$ cat src/rtl/cdb_if.sv
// cdb_if: the ALU/LSB result push ports and the registered common data bus
// that leaves cdb_arbiter. The arbiter uses the slave modport.
interface cdb_if #(
  parameter int TAG_W  = 4,
  parameter int DATA_W = 32
);
  logic              alu_flag;
  logic [TAG_W-1:0]  alu_reorder;
  logic [DATA_W-1:0] alu_val;
  logic              alu_full;

  logic              lsb_flag;
  logic [TAG_W-1:0]  lsb_reorder;
  logic [DATA_W-1:0] lsb_val;
  logic              lsb_full;

  logic              cdb_flag;
  logic [TAG_W-1:0]  cdb_reorder;
  logic [DATA_W-1:0] cdb_val;
  logic              cdb_src;

  modport master (
    output alu_flag, alu_reorder, alu_val,
    input  alu_full,
    output lsb_flag, lsb_reorder, lsb_val,
    input  lsb_full,
    input  cdb_flag, cdb_reorder, cdb_val, cdb_src
  );

  modport slave (
    input  alu_flag, alu_reorder, alu_val,
    output alu_full,
    input  lsb_flag, lsb_reorder, lsb_val,
    output lsb_full,
    output cdb_flag, cdb_reorder, cdb_val, cdb_src
  );
endinterface

$ cat src/rtl/cdb_arbiter.sv
// cdb_arbiter: per-producer result FIFOs (ALU, LSB) drained one entry per cycle onto a registered CDB.
// Optional macro CDB_LSB_PRIORITY_EN selects fixed LSB-first priority instead of round-robin.
module cdb_arbiter #(
  parameter int FIFO_DEPTH = 4,
  parameter int TAG_W      = 4,
  parameter int DATA_W     = 32
) (
  input  logic clk,
  input  logic rst,
  input  logic rdy,
  input  logic clr,
  cdb_if.slave bus
);
  localparam int PTR_W = $clog2(FIFO_DEPTH);
  localparam int CNT_W = PTR_W + 1;
  localparam int ENT_W = TAG_W + DATA_W;
  localparam logic [CNT_W-1:0] CNT_FULL = CNT_W'(FIFO_DEPTH);

  // Index 0 is the ALU FIFO, index 1 the LSB FIFO; this also matches cdb_src.
  logic             advance;
  logic [1:0]       in_flag;
  logic [1:0]       full;
  logic [1:0]       nonempty;
  logic [1:0]       push;
  logic [1:0]       pop;
  logic [ENT_W-1:0] in_entry   [2];
  logic [ENT_W-1:0] head_entry [2];

  logic grant_valid;
  logic grant_sel;

  logic              cdb_flag_reg;
  logic [TAG_W-1:0]  cdb_reorder_reg;
  logic [DATA_W-1:0] cdb_val_reg;
  logic              cdb_src_reg;

  assign advance     = rdy & ~clr;
  assign in_flag     = {bus.lsb_flag, bus.alu_flag};
  assign in_entry[0] = {bus.alu_reorder, bus.alu_val};
  assign in_entry[1] = {bus.lsb_reorder, bus.lsb_val};

  genvar gi;
  generate
    for (gi = 0; gi < 2; gi++) begin : g_fifo
      logic [ENT_W-1:0] mem [FIFO_DEPTH];
      logic [PTR_W-1:0] head_reg;
      logic [PTR_W-1:0] tail_reg;
      logic [CNT_W-1:0] count_reg;
      logic [CNT_W-1:0] count_next;

      // full ignores a same-cycle pop, so a full FIFO never takes a push.
      assign full[gi]       = (count_reg == CNT_FULL);
      assign nonempty[gi]   = (count_reg != '0);
      assign push[gi]       = advance & in_flag[gi] & ~full[gi];
      assign head_entry[gi] = mem[head_reg];

      always_comb begin
        count_next = count_reg;
        if (push[gi] && !pop[gi]) begin
          count_next = count_reg + CNT_W'(1);
        end else if (!push[gi] && pop[gi]) begin
          count_next = count_reg - CNT_W'(1);
        end
      end

      always_ff @(posedge clk) begin
        if (push[gi]) begin
          mem[tail_reg] <= in_entry[gi];
        end
      end

      // Depth is a power of two, so the pointers wrap by plain overflow.
      always_ff @(posedge clk) begin
        if (rst) begin
          head_reg  <= '0;
          tail_reg  <= '0;
          count_reg <= '0;
        end else if (rdy) begin
          if (clr) begin
            head_reg  <= '0;
            tail_reg  <= '0;
            count_reg <= '0;
          end else begin
            if (push[gi]) begin
              tail_reg <= tail_reg + PTR_W'(1);
            end
            if (pop[gi]) begin
              head_reg <= head_reg + PTR_W'(1);
            end
            count_reg <= count_next;
          end
        end
      end
    end
  endgenerate

`ifdef CDB_LSB_PRIORITY_EN
  // Loads tend to unblock more dependents, so the LSB always wins.
  always_comb begin
    grant_valid = |nonempty;
    grant_sel   = nonempty[1];
  end
`else
  // rr_last_reg remembers the winner of the last contention; 1 at reset so the ALU wins first.
  logic rr_last_reg;

  always_comb begin
    grant_valid = 1'b0;
    grant_sel   = 1'b0;
    unique case (nonempty)
      2'b01: begin
        grant_valid = 1'b1;
        grant_sel   = 1'b0;
      end
      2'b10: begin
        grant_valid = 1'b1;
        grant_sel   = 1'b1;
      end
      2'b11: begin
        grant_valid = 1'b1;
        grant_sel   = ~rr_last_reg;
      end
      default: begin
        grant_valid = 1'b0;
        grant_sel   = 1'b0;
      end
    endcase
  end

  always_ff @(posedge clk) begin
    if (rst) begin
      rr_last_reg <= 1'b1;
    end else if (advance && (nonempty == 2'b11)) begin
      rr_last_reg <= grant_sel;
    end
  end
`endif

  assign pop[0] = advance & grant_valid & ~grant_sel;
  assign pop[1] = advance & grant_valid & grant_sel;

  // The CDB register doubles as the registered read port of the FIFO storage.
  always_ff @(posedge clk) begin
    if (rst) begin
      cdb_flag_reg    <= 1'b0;
      cdb_reorder_reg <= '0;
      cdb_val_reg     <= '0;
      cdb_src_reg     <= 1'b0;
    end else if (rdy) begin
      if (clr) begin
        cdb_flag_reg <= 1'b0;
      end else if (grant_valid) begin
        cdb_flag_reg                   <= 1'b1;
        {cdb_reorder_reg, cdb_val_reg} <= head_entry[grant_sel];
        cdb_src_reg                    <= grant_sel;
      end else begin
        cdb_flag_reg <= 1'b0;
      end
    end
  end

  assign bus.alu_full    = full[0];
  assign bus.lsb_full    = full[1];
  assign bus.cdb_flag    = cdb_flag_reg;
  assign bus.cdb_reorder = cdb_reorder_reg;
  assign bus.cdb_val     = cdb_val_reg;
  assign bus.cdb_src     = cdb_src_reg;
endmodule

$ cat src/flat_wrapper.sv
// flat-port wrapper written by rule: the top's interface ports become plain ports
module cdb_arbiter_flat 
#(
  parameter int FIFO_DEPTH = 4,
  parameter int TAG_W      = 4,
  parameter int DATA_W     = 32
)
  (clk, rst, rdy, clr, bus_alu_flag, bus_alu_reorder, bus_alu_val, bus_alu_full, bus_lsb_flag, bus_lsb_reorder, bus_lsb_val, bus_lsb_full, bus_cdb_flag, bus_cdb_reorder, bus_cdb_val, bus_cdb_src);
  cdb_if #(.TAG_W(TAG_W), .DATA_W(DATA_W)) bus_i ();
  input  logic clk;
  input  logic rst;
  input  logic rdy;
  input  logic clr;
  input wire logic [$bits(bus_i.alu_flag)-1:0] bus_alu_flag;
  input wire logic [$bits(bus_i.alu_reorder)-1:0] bus_alu_reorder;
  input wire logic [$bits(bus_i.alu_val)-1:0] bus_alu_val;
  output wire logic [$bits(bus_i.alu_full)-1:0] bus_alu_full;
  input wire logic [$bits(bus_i.lsb_flag)-1:0] bus_lsb_flag;
  input wire logic [$bits(bus_i.lsb_reorder)-1:0] bus_lsb_reorder;
  input wire logic [$bits(bus_i.lsb_val)-1:0] bus_lsb_val;
  output wire logic [$bits(bus_i.lsb_full)-1:0] bus_lsb_full;
  output wire logic [$bits(bus_i.cdb_flag)-1:0] bus_cdb_flag;
  output wire logic [$bits(bus_i.cdb_reorder)-1:0] bus_cdb_reorder;
  output wire logic [$bits(bus_i.cdb_val)-1:0] bus_cdb_val;
  output wire logic [$bits(bus_i.cdb_src)-1:0] bus_cdb_src;
  assign bus_i.alu_flag = bus_alu_flag;
  assign bus_i.alu_reorder = bus_alu_reorder;
  assign bus_i.alu_val = bus_alu_val;
  assign bus_alu_full = bus_i.alu_full;
  assign bus_i.lsb_flag = bus_lsb_flag;
  assign bus_i.lsb_reorder = bus_lsb_reorder;
  assign bus_i.lsb_val = bus_lsb_val;
  assign bus_lsb_full = bus_i.lsb_full;
  assign bus_cdb_flag = bus_i.cdb_flag;
  assign bus_cdb_reorder = bus_i.cdb_reorder;
  assign bus_cdb_val = bus_i.cdb_val;
  assign bus_cdb_src = bus_i.cdb_src;
  cdb_arbiter #(.FIFO_DEPTH(FIFO_DEPTH), .TAG_W(TAG_W), .DATA_W(DATA_W)) u_core (.clk(clk), .rst(rst), .rdy(rdy), .clr(clr), .bus(bus_i));
endmodule
$ cat config.mk
export PLATFORM = sky130hd
export DESIGN_NAME = cdb_arbiter_flat
export DESIGN_NICKNAME = d
export VERILOG_FILES = /design/src/rtl/cdb_if.sv /design/src/rtl/cdb_arbiter.sv /design/src/flat_wrapper.sv
export SDC_FILE = /design/constraint.sdc
export NUM_CORES = 1
export LEC_CHECK = 0
export CAP_MARGIN = 15
export CORE_MARGIN = 10
export CORE_UTILIZATION = 30
export DETAILED_ROUTE_END_ITERATION = 8
export PLACE_DENSITY = 0.55
export SLEW_MARGIN = 20
export SYNTH_ARGS = -nofsm -noshare
export SYNTH_HDL_FRONTEND = slang
export SYNTH_SLANG_ARGS = --single-unit
$ cat constraint.sdc
create_clock -name clk -period 5.44 [get_ports clk]
set_clock_uncertainty 0.2 [all_clocks]
set_input_delay 1.088 -clock clk [delete_from_list [all_inputs] [get_ports clk]]
set_output_delay 1.088 -clock clk [all_outputs]
set_load 0.02 [all_outputs]
==> flow_summary.toml <==
[yosys]
netlist_area_um2 = 13100
post-synth-top-area-fraction_pct = 66.1
syn_area_per_cell_um2 = 18.3
synth_edf_count = 288
synthFlopType = "edfxtp_1"
synth_top_area_cell = "edfxtp_1"
synth_cells = 716
synthesis.nets = 804
synthArstFlopShare_pct = 0
ys_top_cells_by_area = "edfxtp_1 66%, mux4_2 12%, dfxtp_1 8.7%"
synth_cell_types = 43
ys_seq_area_share_pct = 74.8
ys_ff_latch = 345
ys_warn_count = 0

[setup_path]
max_stage_delay_ns = 0.65
rrSetupSlack_ns = 2.49
cp-end-kind = "flop"
crit_type = "in -> reg"
crit_family = "simple AND/OR/NAND/NOR gates"
crit_path_start_kind = "input pin"
cp_num_buf_inv = 1
arrival_ns = 4.05
required_ns = 5.66
path_cells = "clkdlybuf4s50_1, nand2b_1, nor3b_2, and2_1, fa_1, or3_1, a31oi_1"
slowest_stage = "clkdlybuf4s50_1"
crit_fanout = 15

[layout]
drive_gt1_share_pct = 16.9
nets = 931
syn_to_final_growth_pct = 22.6
largest_reg_flops = 288
antenna_cells = 0
final_common_cell = "edfxtp_1"
final_cell_mix = "288 x edfxtp_1, 116 x clkdlybuf4s50_1, 79 x nand2_1"

[run]
cap_violations = 0

[floorplanning]
core_um2 = 43100
die-area_um2 = 52400
die_h_um = 229
boundaryPins = 118
fp.dieW_um = 229
start_util_pct = 30.4
row_count = 76

[sta]
period_share_pct = 70.5
slew_headroom_pct = 30.1
tightestPinTransition_ns = 1.05
report.final.slew_viol_count = 0
finalSetupViolCount = 0
tns_ns = 0
fin_hold_ws_ns = 0.292
hold_viol = 0
rsz0062_at_grt = "no"
clock.fmax_ghz = 0.261
fin_crit_ns = 3.84

[status]
outcome = "complete, no violations"

[clock_tree]
cts_sinks = 345
cts_buffers = 35
clockRootBuffer = "clkbuf_16"
path_clk_slew_ns = 0.06
hold_buffers = 0
htree_num_levels = 2
cts_tree = "yes"
cts_buffer_depth = 3
cts-resized-gates = 0
clock_latency_ns = 0.52
post-cts-setup-buffers = 0

[route]
wl_per_cell_um = 20.8
dr_total_vias = 6852
drt-total-wl_um = 30100
post-route-drc-count = 0
drt_iter0_drc = 481
avgViaCountPerCell = 4.73
dr.pass1.iters = 5
antenna_left = 0

[global_routing]
grt_max_degree = 54
antenna_found_initial = 0
grt_usage_pct = 11.3
grt_pass1_wl_um = 45400
grt_remaining_overflow = 0
grt_pass1_vias = 7166

[pwr]
power_density_nw_per_um2 = 358
peakVddDrop_uv = 198
leakagePower_nw = 4.96

[placed_design]
port_buffers = 117
gp_congestion = 0.758
hpwlAfterDp_um = 19700

[min_path]
hold_class = "reg -> reg"
==> final cells by class <==
type | instances | area (µm²)
well taps | 585 | 732
clock inverters | 15 | 166
repair buffers | 130 | 1280
multi-input cells | 319 | 3120
flip-flops and latches | 345 | 9790
inverters | 12 | 45.0
fillers | 3980 | 27000
clock buffers | 43 | 906
==> worst reg2reg max path, stage by stage, from the launching register on <==
cell	delay (ns)
dfxtp_1	0.38
nor3_1	0.73
o211ai_1	0.28
and2_1	0.26
fa_1	0.40
a221o_1	0.33
a311oi_1	0.27
==> path summary, 6_finish.rpt <==
kind	start	endpoint	cells after the start
setup / recovery	clr	u_core.g_fifo[0].count_reg[1]	7
hold / removal	u_core.bus.cdb_flag	u_core.bus.cdb_flag	2
setup reg to reg	u_core.g_fifo[1].count_reg[0]	u_core.g_fifo[0].count_reg[2]	6
hold reg to reg	u_core.bus.cdb_flag	u_core.bus.cdb_flag	2
==> power breakdown <==
group | internal, W | switching (W)
Clock | 0.00133 | 0.000955
Sequential | 0.00292 | 0.0000450
Combinational | 0.000217 | 0.000280
Total | 0.00446 | 0.00128
==> per-stage QoR <==
stage	worst slack (ns)	util (%)	cell area [µm²]	instances	power [W]
floorplan	2.23	-	13100	716	0.00328
global placement	1.13	34.7	15000	1391	0.00352
detailed placement	1.03	34.7	15000	1391	0.00353
CTS	1.58	37.2	16000	1449	0.00582
global route	1.30	37.2	16000	1449	0.00598
finish	1.60	37.2	16000	1449	0.00574
==> cell families (layout without fill, tap and decap cells) <==
kind of cell    count (synthesis)  count (layout)  synth area share [%]
mux                            73              73                  12.5
compound gates                 74              74                  4.57
flops                         345             345                  74.8
fa+ha+maj                      10              10                  1.07
simple gates                  160             160                  5.34
xor+xnor                        2               2                 0.134
buf+inv                        52             200                  1.60
==> cells in the mapped netlist (3+ instances only) <==
library cell and number:
a21oi_1 11, a311oi_1 38, a31oi_1 3, and2_1 5, and3_1 4, buf_1 7
buf_2 11, clkbuf_1 22, dfxtp_1 57, edfxtp_1 288, ha_1 8, inv_1 12
mux4_2 72, nand2_1 79, nand3b_1 3, nor2_1 47, nor2b_1 4, nor3_1 4
o21ai_0 6, or3_1 4
==> layer usage <==
metal	up-vias	wire, µm	global-route usage (%)
li1	3107	-	-
met1	3500	13500	15.2
met2	203	14200	17.9
met3	42	1870	2.76
met4	0	529	2.90
met5	-	0	0
Note: power is estimated with default switching activity, not from simulation.
==> patch 1 (config.mk and constraints unchanged) <==
`FIFO_DEPTH` is set to 4 in 2 places; all go to 8.
--- a/src/rtl/cdb_arbiter.sv
+++ b/src/rtl/cdb_arbiter.sv
@@ -1,7 +1,7 @@
 // cdb_arbiter: per-producer result FIFOs (ALU, LSB) drained one entry per cycle onto a registered CDB.
 // Optional macro CDB_LSB_PRIORITY_EN selects fixed LSB-first priority instead of round-robin.
 module cdb_arbiter #(
-  parameter int FIFO_DEPTH = 4,
+  parameter int FIFO_DEPTH = 8,
   parameter int TAG_W      = 4,
   parameter int DATA_W     = 32
 ) (
--- a/src/flat_wrapper.sv
+++ b/src/flat_wrapper.sv
@@ -1,7 +1,7 @@
 // flat-port wrapper written by rule: the top's interface ports become plain ports
 module cdb_arbiter_flat 
 #(
-  parameter int FIFO_DEPTH = 4,
+  parameter int FIFO_DEPTH = 8,
   parameter int TAG_W      = 4,
   parameter int DATA_W     = 32
 )
Check against the original RTL: no difference found for any inputs over 4 cycles, from zero or initial values and one cycle with rst high; that may be too few to reach the edited logic, so the function may still have changed.
==> patch 1 against the unedited design <==
Die area is 78% higher. Synthesized area rose by 87%. Utilization shrank 0.92 points. Sequential cell count increased by 296. Worst setup slack better by 0.11 ns. Register-to-register slack worse by 0.33 ns. Non-clock buffer count up 17. Power grew 91%. Design area increased by 83%. Wire length is 87% higher.
==> patch 1: results (changes against the unedited design) <==
wl_per_cell_um: 22.9  # +10%
synthTopCellsByCount: "576 x edfxtp_1, 144 x mux4_2, 97 x nor2_1, 65 x dfxtp_1, 38 x mux2i_1"
relSlewSlack_pct: 31.2  # +1.1 points
arrival_ns: 3.83  # -0.22 ns
antenna_found_initial: 9  # +9
largest_register_ffs: 576  # +100%
r2r-end: "u_core.bus.cdb_val[20]"
rrSetupSlack_ns: 2.16  # -0.33 ns
hpwl_mm: 35.1  # +78%
synth_nets: 1266  # +57%
gp_congestion: 0.759  # about the same
fillers: 7435  # +87%
synth.area.mux_share_pct: 16.5  # +4.1 points
status: "complete, no violations"
htree_levels: 3  # +1
cp-endpoint: "u_core.g_fifo[1].mem[2][8]"
yosys.cell_types.count: 47  # +9.3%
grt_max_degree: 60  # +11%
drive_gt1_share_pct: 24.6  # +7.7 points
initialDrtViolationCount: 808  # +68%
synthAdderAreaFrac_pct: 0.574  # -0.50 points
yosysSeqAreaShare_pct: 76.1  # +1.3 points
peakVddDrop_v: 0.000229  # +16%
cts_made_buffers: 69  # +97%
grt_pass1_wl_mm: 82.6  # +82%
pre_cts_ws_ns: 1.05  # +0.0191 ns
synthXorXnorAreaFrac_pct: 0.287  # +0.15 points
synth_compound_area_share_pct: 2.35  # -2.2 points
nets: 1422  # +53%
clkLatencyLatePin_ns: 0.61  # +0.09 ns
patch 1: through the flow:
step,cells,cell area (um2),power (W),util (%)
2_1_floorplan,1178,24400,0.00613,-
3_3_place_gp,2323,27100,0.00650,33.5
3_5_place_dp,2323,27100,0.00652,33.5
4_1_cts,2446,29300,0.0111,36.3
5_1_grt,2447,29300,0.0114,36.3
6_report,2449,29300,0.0110,36.3
patch 1: cell type report:
cell class                      count  area (um2)  share of cell area, %
Inverter                           13        48.8                  0.167
Timing Repair Buffer              147        1440                   4.92
Antenna cell                        3        7.51                 0.0256
Clock inverter                     39         400                   1.37
Sequential cell                   641       18600                   63.6
Multi-Input combinational cell    462        5630                   19.2
Clock buffer                       84        1820                   6.22
Tap cell                         1060        1330                   4.53
patch 1: kinds of logic (layout without fill, tap and decap cells):
kind of cell               count (synthesis)  count (layout)
buffers and inverters                     75             283
muxes                                    219             219
AOI/OAI and AO/OA                         73              73
adders and majority gates                 10              10
DFF                                      641             641
xor gates and xnor gates                   8               8
other                                      0               3
and+or+nand+nor                          152             152
patch 1: worst min path at each step:
stage                                      start  cells after the start                      endpoint  slack (ns)
finish              u_core.g_fifo[0].head_reg[1]                      2                          flop        0.29
CTS                 u_core.g_fifo[0].head_reg[1]                      2                          flop        0.29
global placement             u_core.bus.cdb_flag                      2           u_core.bus.cdb_flag        0.26
global route                 u_core.bus.cdb_flag                      2           u_core.bus.cdb_flag        0.33
floorplan           u_core.g_fifo[1].tail_reg[0]                      2  u_core.g_fifo[1].tail_reg[0]        0.26
detailed placement           u_core.bus.cdb_flag                      2           u_core.bus.cdb_flag        0.28
patch 1: layer usage:
metal | GRT usage [%] | vias to the layer above | share of wire [%]
li1 | - | 5180 | -
met1 | 15.2 | 6199 | 43
met2 | 19.5 | 282 | 49
met3 | 3.39 | 80 | 6.1
met4 | 3.04 | 12 | 1.9
met5 | 0 | - | 0.14
patch 1: worst max-delay path: stages:
cell and delay, ns:
clkdlybuf4s50_1 0.64, nand2b_1 0.35, nor3_1 0.43, nand2b_1 0.34
nor2_4 0.63, buf_4 0.33
patch 1: report_power, final:
part / switching (W) / internal, W
clock: 0.00187 / 0.00269
sequential: 0.000109 / 0.00544
combinational: 0.000444 / 0.000401
total: 0.00242 / 0.00853
==> patch 2 (same flow settings) <==
Made on the original files. The option `CDB_LSB_PRIORITY_EN` is turned on by a define.
--- a/src/rtl/cdb_arbiter.sv
+++ b/src/rtl/cdb_arbiter.sv
@@ -1,5 +1,7 @@
 // cdb_arbiter: per-producer result FIFOs (ALU, LSB) drained one entry per cycle onto a registered CDB.
 // Optional macro CDB_LSB_PRIORITY_EN selects fixed LSB-first priority instead of round-robin.
+`define CDB_LSB_PRIORITY_EN
+
 module cdb_arbiter #(
   parameter int FIFO_DEPTH = 4,
   parameter int TAG_W      = 4,
Behaviour: not the same (Yosys sat finds a counterexample within 4 cycles, from zero or initial values and one cycle with rst high).
==> patch 2 against the unedited design <==
Wire length up 3.4%. Non-clock buffer count down 6. Power down 1.6%. Sequential cell count down 1. Register-to-register slack worse by 0.23 ns. Utilization down 0.071 points. Design area down 0.63%. Via count down 2.6%. Worst setup slack better by 0.078 ns. Clock power up 5%. Synthesized area down 1.1%. Largest power group unchanged. Highest routed layer is now met5.
==> patch 2: results (changes against the unedited design) <==
synthTopCellsByCount: "288 x edfxtp_1, 72 x mux4_2, 56 x dfxtp_1, 55 x a21oi_1, 45 x o21ai_0"
hold_class: "reg -> reg"
comb_power_w: 0.000332  # -33%
synthFlopType: "edfxtp_1"
fillers: 3951  # -0.73%
cts_made_buffers: 36  # +2.9%
worstReg2RegStart: "u_core.g_fifo[1].count_reg[0]"
synth_nets: 768  # -4.5%
io_buffers: 117  # unchanged
gp_congestion: 0.716  # -5.6%
status: "complete, no violations"
pre_cts_ws_ns: 1.11  # +0.0790 ns
leakagePower_nw: 4.94  # -0.38%
multi_input_cells: 281  # -12%
peakVddDrop_v: 0.000182  # -8.1%
vias_per_cell: 4.72  # -0.13%
synth-edff-count: 288  # unchanged
slowest_delay_ns: 0.87  # +0.22 ns
grt_max_degree: 41  # -24%
multi_input_area_share_pct: 18.6  # -0.84 points
firstDrtPassIters: 5  # unchanged
critPathLaunch: "clr"
routed_wl_mm: 31.1  # +3.4%
clkbuf_count: 48  # +12%
hpwl_mm: 19.9  # +0.88%
grt_pass1_vias: 6942  # -3.1%
synth_area_leaders: "edfxtp_1 67%, mux4_2 13%, dfxtp_1 8.7%, a21oi_1 2.1%, o22ai_1 1.8%"
root_buffer: "clkbuf_16"
cp_max_fo: 36  # +21
cp-endpoint: "u_core.g_fifo[0].mem[2][30]"
rrSetupSlack_ns: 2.26  # -0.23 ns
clock.fmax_ghz: 0.266  # +2.1%
inv_count: 13  # +1
drive_gt1_share_pct: 18.7  # +1.8 points
p_switching_w: 0.00119  # -6.9%
nonClkBufAreaFrac_pct: 7.76  # -0.20 points
grtUsageTotal_pct: 11.9  # +0.66 points
synthArstFlopShare_pct: 0  # unchanged
arrival_ns: 3.68  # -0.37 ns
seq_share_pct: 61.4  # +0.31 points
cp_slowest_cell: "and2_2"
htree_levels: 2  # unchanged
pwr-share-seq_pct: 51.8  # +0.2 points
yosys.cell_types.count: 48  # +12%
clk_share_pct: 7.37  # +0.68 points
rr_worst_depth: 4  # -2
relSlewSlack_pct: 26.5  # -3.5 points
nets: 888  # -4.6%
num-nonclk-buffers: 124  # -4.6%
initialDrtViolationCount: 449  # -6.7%
yosysSeqAreaShare_pct: 75.5  # +0.68 points
clock_sinks: 344  # -0.29%
antenna_found_initial: 4  # +4
grt_pass1_wl_mm: 46.1  # +1.7%
clk_pin_slew_ns: 0.06  # about the same
antennaDiodeCount: 0  # unchanged
## patch 2: cell count changes after synthesis, moves of 37 or more
cell / change
nand2_1: -69
a21oi_1: +44
nor2_1: -41
a311oi_1: -38
o21ai_0: +39
o22ai_1: +37
## patch 2: cell families after synthesis
logic type | Yosys count | share of synthesized area (%)
AOI/OAI and AO/OA | 152 | 6.81
xor gates and xnor gates | 1 | 0.0677
DFF | 344 | 75.5
adders and majority gates | 10 | 1.08
buffers and inverters | 55 | 1.89
muxes | 73 | 12.6
and+or+nand+nor | 45 | 2.04
## patch 2: how the worst min path moves through the flow
stage | start | end | cells past startpoint
final | u_core.bus.cdb_src | u_core.bus.cdb_src | 2
after global routing | u_core.bus.cdb_src | u_core.bus.cdb_src | 2
after global placement | u_core.g_fifo[1].head_reg[1] | flop | 2
after floorplan | u_core.g_fifo[1].head_reg[1] | flop | 2
after CTS | u_core.bus.cdb_src | u_core.bus.cdb_src | 2
after detailed placement | u_core.bus.cdb_src | u_core.bus.cdb_src | 2
## patch 2: metrics by stage
| step | instance area (um2) | total power [W] | instances | hold slack, ns | util (%) |
|---|---|---|---|---|---|
| after CTS | 15900 | 0.00572 | 1412 | 0.293 | 37.1 |
| after global placement | 14700 | 0.00332 | 1346 | 0.276 | 34.4 |
| after detailed placement | 14700 | 0.00332 | 1346 | 0.281 | 34.4 |
| final | 15900 | 0.00566 | 1413 | 0.285 | 37.2 |
| after floorplan | 12900 | 0.00313 | 680 | 0.258 | - |
| after global routing | 15900 | 0.00584 | 1413 | 0.330 | 37.2 |
## patch 2: per-layer routing
metal  vias up  global-route usage [%]  share of wire, %
met4         8                    2.69               1.4
met1      3461                    16.8                47
met3        44                    2.90               5.5
li1       3016                       -                 -
met2       144                    18.4                46
met5         -                       0              0.15
